**src/rtl/bandai_mapper_gen.sv**
```systemverilog
// Bandai 2003 cartridge mapper: unlock handshake, bank register file, ROM/SRAM decode.
// Define BANDAI_SO_EN to build the serial acknowledgement shifter; otherwise SO is tied high.
module bandai_mapper_gen #(
    parameter int                 ROM_BANKS   = 2,
    parameter int                 RADDR_W     = 7,
    parameter int                 SER_LEN     = 18,
    parameter logic [SER_LEN-1:0] SER_PATTERN = 18'h05140
) (
    input  logic               CLK,
    input  logic               RST,
    input  logic               CEn,
    input  logic               SSn,
    input  logic               OEn,
    input  logic               WEn,
    input  logic [7:0]         ADDR,
    input  logic [7:0]         DQ_IN,
    output logic [7:0]         DQ_OUT,
    output logic               DQ_OE,
    output logic               SO,
    output logic               ROMCEn,
    output logic               RAMCEn,
    output logic [RADDR_W-1:0] RADDR
);
    localparam int         NREG        = ROM_BANKS + 2;
    localparam logic [7:0] REG_BASE    = 8'hC0;
    localparam logic [7:0] REG_LAST    = 8'(8'hC0 + NREG - 1);
    localparam logic [3:0] LAST_BANKED = 4'(1 + ROM_BANKS);

    typedef enum logic [1:0] {LOCK_A, LOCK_B, OPEN} state_t;

    state_t     state;
    logic       is_open;
    logic       unlock;
    logic [7:0] regs [NREG];
    logic [7:0] reg_idx;
    logic       ibr;
    logic       reg_wr;
    logic       reg_rd;
    logic [3:0] win;
    logic       rce;
    logic       ram_sel;
    logic       rom_sel;

    assign is_open = (state == OPEN);
    assign unlock  = (state == LOCK_B) && (ADDR == 8'hA5);

    // A repeated 5A keeps the handshake armed; anything else drops back to the start.
    always_ff @(posedge CLK) begin
        if (RST) begin
            state <= LOCK_A;
        end else begin
            case (state)
                LOCK_A:  if (ADDR == 8'h5A) state <= LOCK_B;
                LOCK_B: begin
                    if (unlock)               state <= OPEN;
                    else if (ADDR != 8'h5A)   state <= LOCK_A;
                end
                OPEN:    state <= OPEN;
                default: state <= LOCK_A;
            endcase
        end
    end

    assign reg_idx = ADDR - REG_BASE;
    assign ibr     = (~CEn | ~SSn) & (ADDR >= REG_BASE) & (ADDR <= REG_LAST);
    assign reg_wr  = is_open & ibr & ~WEn & OEn;
    assign reg_rd  = is_open & ibr & ~OEn & WEn;

    always_ff @(posedge CLK) begin
        if (RST) begin
            for (int i = 0; i < NREG; i++) regs[i] <= 8'hFF;
        end else if (reg_wr) begin
            for (int i = 0; i < NREG; i++)
                if (reg_idx == 8'(i)) regs[i] <= DQ_IN;
        end
    end

    always_comb begin
        DQ_OUT = 8'h00;
        for (int i = 0; i < NREG; i++)
            if (reg_rd && reg_idx == 8'(i)) DQ_OUT = regs[i];
    end

    assign DQ_OE = reg_rd;

    assign win     = ADDR[7:4];
    assign rce     = is_open & SSn & ~CEn;
    assign ram_sel = rce & (win == 4'd1);
    assign rom_sel = rce & (win >= 4'd2);
    assign RAMCEn  = ~ram_sel;
    assign ROMCEn  = ~rom_sel;

    // Windows past the banked range map linearly, offset by reg0.
    always_comb begin
        RADDR = '0;
        if (ram_sel) begin
            RADDR = regs[1][RADDR_W-1:0];
        end else if (rom_sel) begin
            if (win > LAST_BANKED) begin
                RADDR = {regs[0][RADDR_W-5:0], win};
            end else begin
                for (int i = 2; i < NREG; i++)
                    if (win == 4'(i)) RADDR = regs[i][RADDR_W-1:0];
            end
        end
    end

`ifdef BANDAI_SO_EN
    logic [SER_LEN-1:0] shifter;
    logic [5:0]         bit_cnt;
    logic               shifting;

    // Ones fill in from the top, so once the pattern is drained SO rests high.
    always_ff @(posedge CLK) begin
        if (RST) begin
            shifter  <= '1;
            bit_cnt  <= '0;
            shifting <= 1'b0;
        end else if (unlock) begin
            shifter  <= SER_PATTERN;
            bit_cnt  <= '0;
            shifting <= 1'b1;
        end else if (shifting) begin
            shifter <= SER_LEN'({1'b1, shifter} >> 1);
            bit_cnt <= bit_cnt + 6'd1;
            if (bit_cnt == 6'(SER_LEN - 1)) shifting <= 1'b0;
        end
    end

    assign SO = shifter[0];
`else
    // SER_LEN is at least 1 for any legal build, so this is a constant high.
    assign SO = (SER_LEN > 0) || (SER_PATTERN == '0);
`endif

endmodule

```
**config.mk**
```make
export PLATFORM = sky130hd
export DESIGN_NAME = bandai_mapper_gen
export DESIGN_NICKNAME = d
export VERILOG_FILES = /design/src/rtl/bandai_mapper_gen.sv
export SDC_FILE = /design/constraint.sdc
export NUM_CORES = 1
export LEC_CHECK = 0
export CAP_MARGIN = 25
export CORE_MARGIN = 2
export CORE_UTILIZATION = 45
export DETAILED_ROUTE_END_ITERATION = 8
export HOLD_SLACK_MARGIN = 0.03
export PLACE_DENSITY = 0.68
export SLEW_MARGIN = 20
export SYNTH_ARGS = -nofsm -noshare
export SYNTH_HDL_FRONTEND = slang
export SYNTH_SLANG_ARGS = --single-unit
```
**constraint.sdc**
```tcl
create_clock -name CLK -period 2.6 [get_ports CLK]
set_clock_uncertainty 0.15 [all_clocks]
set_input_delay 0.39 -clock CLK [delete_from_list [all_inputs] [get_ports CLK]]
set_output_delay 0.39 -clock CLK [all_outputs]
set_load 0.005 [all_outputs]
```
# ---- Yosys cells after proc, flatten, opt, wreduce, memory -nomap -nowiden
# Memory sizes are Yosys's and may differ from the RTL's.
# Index checks and enable logic that the tools add are counted.
dict set report totals {
  reg_bits 2
  ramBits 32
  input_bits 22
  out_inout_bits 19
  mem_count 1
}
dict set report classes {
  add_sub_neg 1
  n_lt_le_gt_ge 4
  n_eq_ne 13
  muxes 35
  n_bitwise 22
  reduce_logical 8
}
# name depth word_bits rd rd_clocked_by_memory_dff write_ports line_no
set mem_list {}
lappend mem_list {regs 4 8 4 0 4 34} ;# logic [7:0] regs [NREG];
# cell count
set op_table {}
lappend op_table {{two-way mux 8 bit} 8}
lappend op_table {{two-way mux 7 bit} 5}
lappend op_table {{two-way mux 1 bit} 18}
lappend op_table {{equality test 8 x 2 -> 1 bit (second input constant)} 2}
lappend op_table {{AND 1 bit} 11}
lappend op_table {{equality test 4 x 2 -> 1 bit (second input constant)} 2}
lappend op_table {{equality test 8 x 1 -> 1 bit (second input constant)} 1}
lappend op_table {{equality test 8 x 7 -> 1 bit (second input constant)} 1}
lappend op_table {{equality test 8 bit (second input constant)} 1}
lappend op_table {{>= comparator 8 bit (second input constant)} 1}
lappend op_table {{less-or-equal comparator 8 bit (second input constant)} 1}
lappend op_table {{logical NOT 8 bit} 1}
lappend op_table {{!= test 8 x 7 -> 1 bit (second input constant)} 1}
lappend op_table {{subtractor 8 bit (second input constant)} 1}
lappend op_table {{two-way mux 2 bit} 3}
lappend op_table {{inverter 1 bit} 6}
lappend op_table {{case mux 2 bit (3 select lines)} 1}
lappend op_table {{logical AND 1 bit} 5}
lappend op_table {{bitwise OR 1 bit} 5}
lappend op_table {{equality test 4 x 1 -> 1 bit (second input constant)} 1}
lappend op_table {{>= comparator 4 x 2 -> 1 bit (second input constant)} 1}
lappend op_table {{greater-than comparator 4 x 2 -> 1 bit (second input constant)} 1}
lappend op_table {{!= test 3 x 2 -> 1 bit (second input constant)} 1}
lappend op_table {{equality test 2 x 1 -> 1 bit (second input constant)} 1}
lappend op_table {{4 further kinds} 4}

# ---- Depth between registers and ports, before layout
dict set report depth {
  depth_word 12
  ltp_mapped 6
}

# ---- Least setup slack after synthesis
# Ideal clock, no wire load.
dict set report synth_timing {
  path_type {input -> register}
  startpoint {in ADDR[4]}
  endpoint {mem regs[3][0], enable pin}
  t_arrival_ps 1529
  t_required_ps 2119
  setup_slack_ps 590
  cell_stages 5
  n_path_buf 1
  cell_sequence {nor3b_4 and3_1 buf_6 and4b_4 a31o_1}
}
# element line_no
set synth_rtl {}
lappend synth_rtl {{from (decl)} 15} ;# input logic [7:0] ADDR,
lappend synth_rtl {{to (decl)} 34}

# ---- Worst setup path in the final report
dict set report layout_timing {
  startpoint {in ADDR[7]}
  endpoint {out DQ_OUT[0]}
}
dict set report layout_between {
  elab_chain_len 11
}
# element line_no
set layout_rtl {}
lappend layout_rtl {{>= comparator 8 bit} 65} ;# assign ibr = (~CEn | ~SSn) & (ADDR >= REG_BASE) & (ADDR <= REG_LAST);
lappend layout_rtl {{AND 1 bit (2 in series)} 65}
lappend layout_rtl {{AND 1 bit (3 in series)} 67} ;# assign reg_rd = is_open & ibr & ~OEn & WEn;
lappend layout_rtl {{logical AND 1 bit} 81} ;# if (reg_rd && reg_idx == 8'(i)) DQ_OUT = regs[i];
lappend layout_rtl {{two-way mux 8 bit (3 in series)} 81}
lappend layout_rtl {{two-way mux 8 bit (*)} 81}
lappend layout_rtl {{to (decl)} 17} ;# output logic [7:0] DQ_OUT,
# Mark *: on every way between the ends. The rest lies on a longest branch, timed or not.

==> metrics.md <==
| Metric | Value |
|---|---|
| R2r setup slk | 0.58 ns |
| Tot GR Track Use | 24.88% |
| Core ar. | 0.004692 sq mm |
| P_sw | 0.0002647 W |
| Async S/R FF share, synth | 0% |
| Average size of a mapped cell | 10.40 sq um |
| Site row count | 25 |
| Int Pwr | 0.0008609 W |
| Reg-to-reg endpoint | regs[3][5] |
| Vias in the first global route | 2003 |
| Max VDD drop | 301.9 uV |
| CTS clk-pin slew, worst paths | 0.07 ns |
| Final HPWL from detailed placement | 4310 um |
| Top-count cell post-synth | nand2b_1 |
| DP Worst Slack | -0.4427 ns |
| Worst-Skew Late Latency | 0.28 ns |
| Synth top area cells | edfxtp_1 44%, nand2b_1 9.5%, nand3_1 4.4% |
| Synth top cells by count | 33 x nand2b_1, 32 x edfxtp_1, 19 x nand3_1 |
| Number of antenna violations at the first check in global routing | 0 |
| Highest clock rate | 394.3 MHz |
| Post-route minimum period | 2.536 ns |
| CP Capture Type | output port |
| First-pass GRT wire length | 9756 um |
| Sw Ratio | 23.52% |
| Die area | 0.005425 sq mm |
| # clock sinks | 34 |
| Cell area after placement | 0.002899 sq mm |
| Final WL | 6278 um |
| Longest Clk Path Bufs | 2 |
| Pin count of the biggest net entering global routing | 14 |
| Drt pass-1 iters | 4 |
| Synth Cell Area | 0.002183 sq mm |
| #FFs+latches synth | 34 |
| TritonCTS clock tree | built |
| I/O pin count | 41 |
| Worst setup margin | 0.06387 ns |
| Post-synth top area share | 44.01% |
| Drt wl/cell | 17.89 um |
| Max-Cap Viols | 0 |
| CP Data Required Time | 2.06 ns |
| Initial Util | 46.53% |
| Finished Cell Area | 0.003228 sq mm |
| Setup TNS | 0 ns |
| Run status | complete, no violations |
| DR vias | 1927 |
| Post-cts hold buffer count | 0 |
| Seq/Total Area, Yosys | 45.85% |
| Worst reg2reg path depth | 6 |
| Min-delay src | state[0] |
| Via density | 5.490 |
| Die width | 73.66 um |
| Hold Path End | state[1] |
| Global route overflow | 0 |
| Setup CP Type | in2out |
| Unrepaired setup endpoints after global routing | yes |
| Dominant cell type by area after synthesis | edfxtp_1 |
| Final Wtd Congestion | 0.8080 |
| CTS buffer count | 5 |
| P_leak | 1.365 nW |
| Hold depth | 1 |
| Hold Violations, Final | 0 |
| # diodes | 0 |
| Slew Limit Fails | 0 |
| Mapped Cells | 210 |
| EDFF count, synth | 32 |
| Startpoint Class | primary input |
| Setup violators final | 0 |
| CP arrival | 2.00 ns |
| Post-synth net total | 232 |
| Clk network pwr share | 33.4% |
| Drt drc | 0 |
| Register share of total power | 53.0% |
| Power Dens Cells | 348.7 mW/mm^2 |
| Ys Warns | 0 |
| Final ANT Viol Nets | 0 |
| Worst min path class | reg2reg |
| Layout Nets | 319 |
| Die height | 73.66 um |
| Ys flop type | edfxtp_1 |
| H-tree levels | 2 |
| Layout area overhead | 47.85% |
| Synth unique cells | 49 |
| Layout cells sized above 1 | 36.70% |
| CP max FO | 9 |
| Worst reg2reg startpoint | state[0] |
| I/O Buffers | 39 |
| Clock Tree Root | clkbuf_8 |
| Fillers | 364 |
| Starting DRC count in detailed routing | 140 |
| Logic gate share of total power | 13.7% |
| Tcrit/Tclk final | 97.54% |
[per-layer routing]
metal | up-vias | track usage [%] | wire (um)
li1 | 939 | - | -
met1 | 911 | 29.20 | 2580
met2 | 67 | 45.34 | 3222
met3 | 10 | 4.252 | 373
met4 | 0 | 8.687 | 102
met5 | - | 0 | 0
[per-stage QoR]
stage | total power (W) | util (%) | hold slack (ns) | instances
global placement | 0.0007509 | 61.79 | 0.3482 | 335
finish | 0.001126 | 68.80 | 0.3465 | 351
global route | 0.001165 | 68.80 | 0.3750 | 351
CTS | 0.001128 | 66.75 | 0.3540 | 349
detailed placement | 0.0007519 | 61.79 | 0.3369 | 335
floorplan | 0.0006738 | - | 0.2868 | 210
[cell families (layout without fill, tap and decap cells)]
group	Yosys count	count (layout)	synth area share (%)
multiplexers	5	5	2.292
other	1	1	0.1718
AO/OA/AOI/OAI	38	38	12.61
AND/OR/NAND/NOR	104	104	32.44
buffers and inverters	28	115	6.647
flip-flops	34	34	45.85
[worst max-delay path, cell delays in order]
cell	delay, ns
clkdlybuf4s50_1	0.49
nor3b_4	0.20
buf_4	0.15
and2_4	0.23
nand3_2	0.11
a221oi_2	0.27
buf_2	0.16
[layout make-up]
type | instances | area, sq um | area share [%]
clock buffers | 6 | 72.57 | 2.248
clock inverters | 1 | 7.507 | 0.2326
inverters | 16 | 60.06 | 1.860
multi-input cells | 148 | 1237 | 38.33
flip-flops and latches | 34 | 1001 | 31.01
well taps | 54 | 67.56 | 2.093
repair buffers | 92 | 782.0 | 24.22
[cells in the final DEF, fill, tap and decap left out, drive strengths merged, types with 3 or more instances in the layout]
cell type / instances
nand2b: 33
o21ai: 7
clkdlybuf4s50: 17
buf: 60
a21oi: 4
clkbuf: 7
nor3: 10
dlygate4sd2: 12
inv: 16
edfxtp: 32
mux2i: 5
a221oi: 8
nand3: 20
nor2: 9
nand2: 6
a21o: 10
nor3b: 5
and2: 4
o22ai: 3
[power by group through the flow]
stage	Sequential [W]	Combinational [W]	Clock, W
floorplan	0.000608	0.0000657	0
global placement	0.000608	0.000143	0
detailed placement	0.000608	0.000144	0
CTS	0.000596	0.000150	0.000382
global route	0.000596	0.000165	0.000404
finish	0.000596	0.000154	0.000376
[state kept, by name (all words and copies together), names as in the netlist]
name and flops:
state 2, regs 32
[worst max path at each step]
stage	from	end	slack (ns)	cells after the start
after detailed placement	ADDR[7]	DQ_OUT[2]	-0.44	8
after global placement	ADDR[4]	DQ_OUT[4]	-0.42	8
after global routing	ADDR[7]	DQ_OUT[0]	-0.02	7
after CTS	ADDR[7]	DQ_OUT[2]	-0.10	9
final	ADDR[7]	DQ_OUT[0]	0.06	7
after floorplan	ADDR[4]	regs[3][0]	0.59	5
[what timing repair did]
action                     in CTS  in global routing
pin swaps                       9                  3
buffers inserted                7                  2
setup endpoints to repair      18                  8
gates resized for setup        75                 20
(Power assumes the default switching activity.)
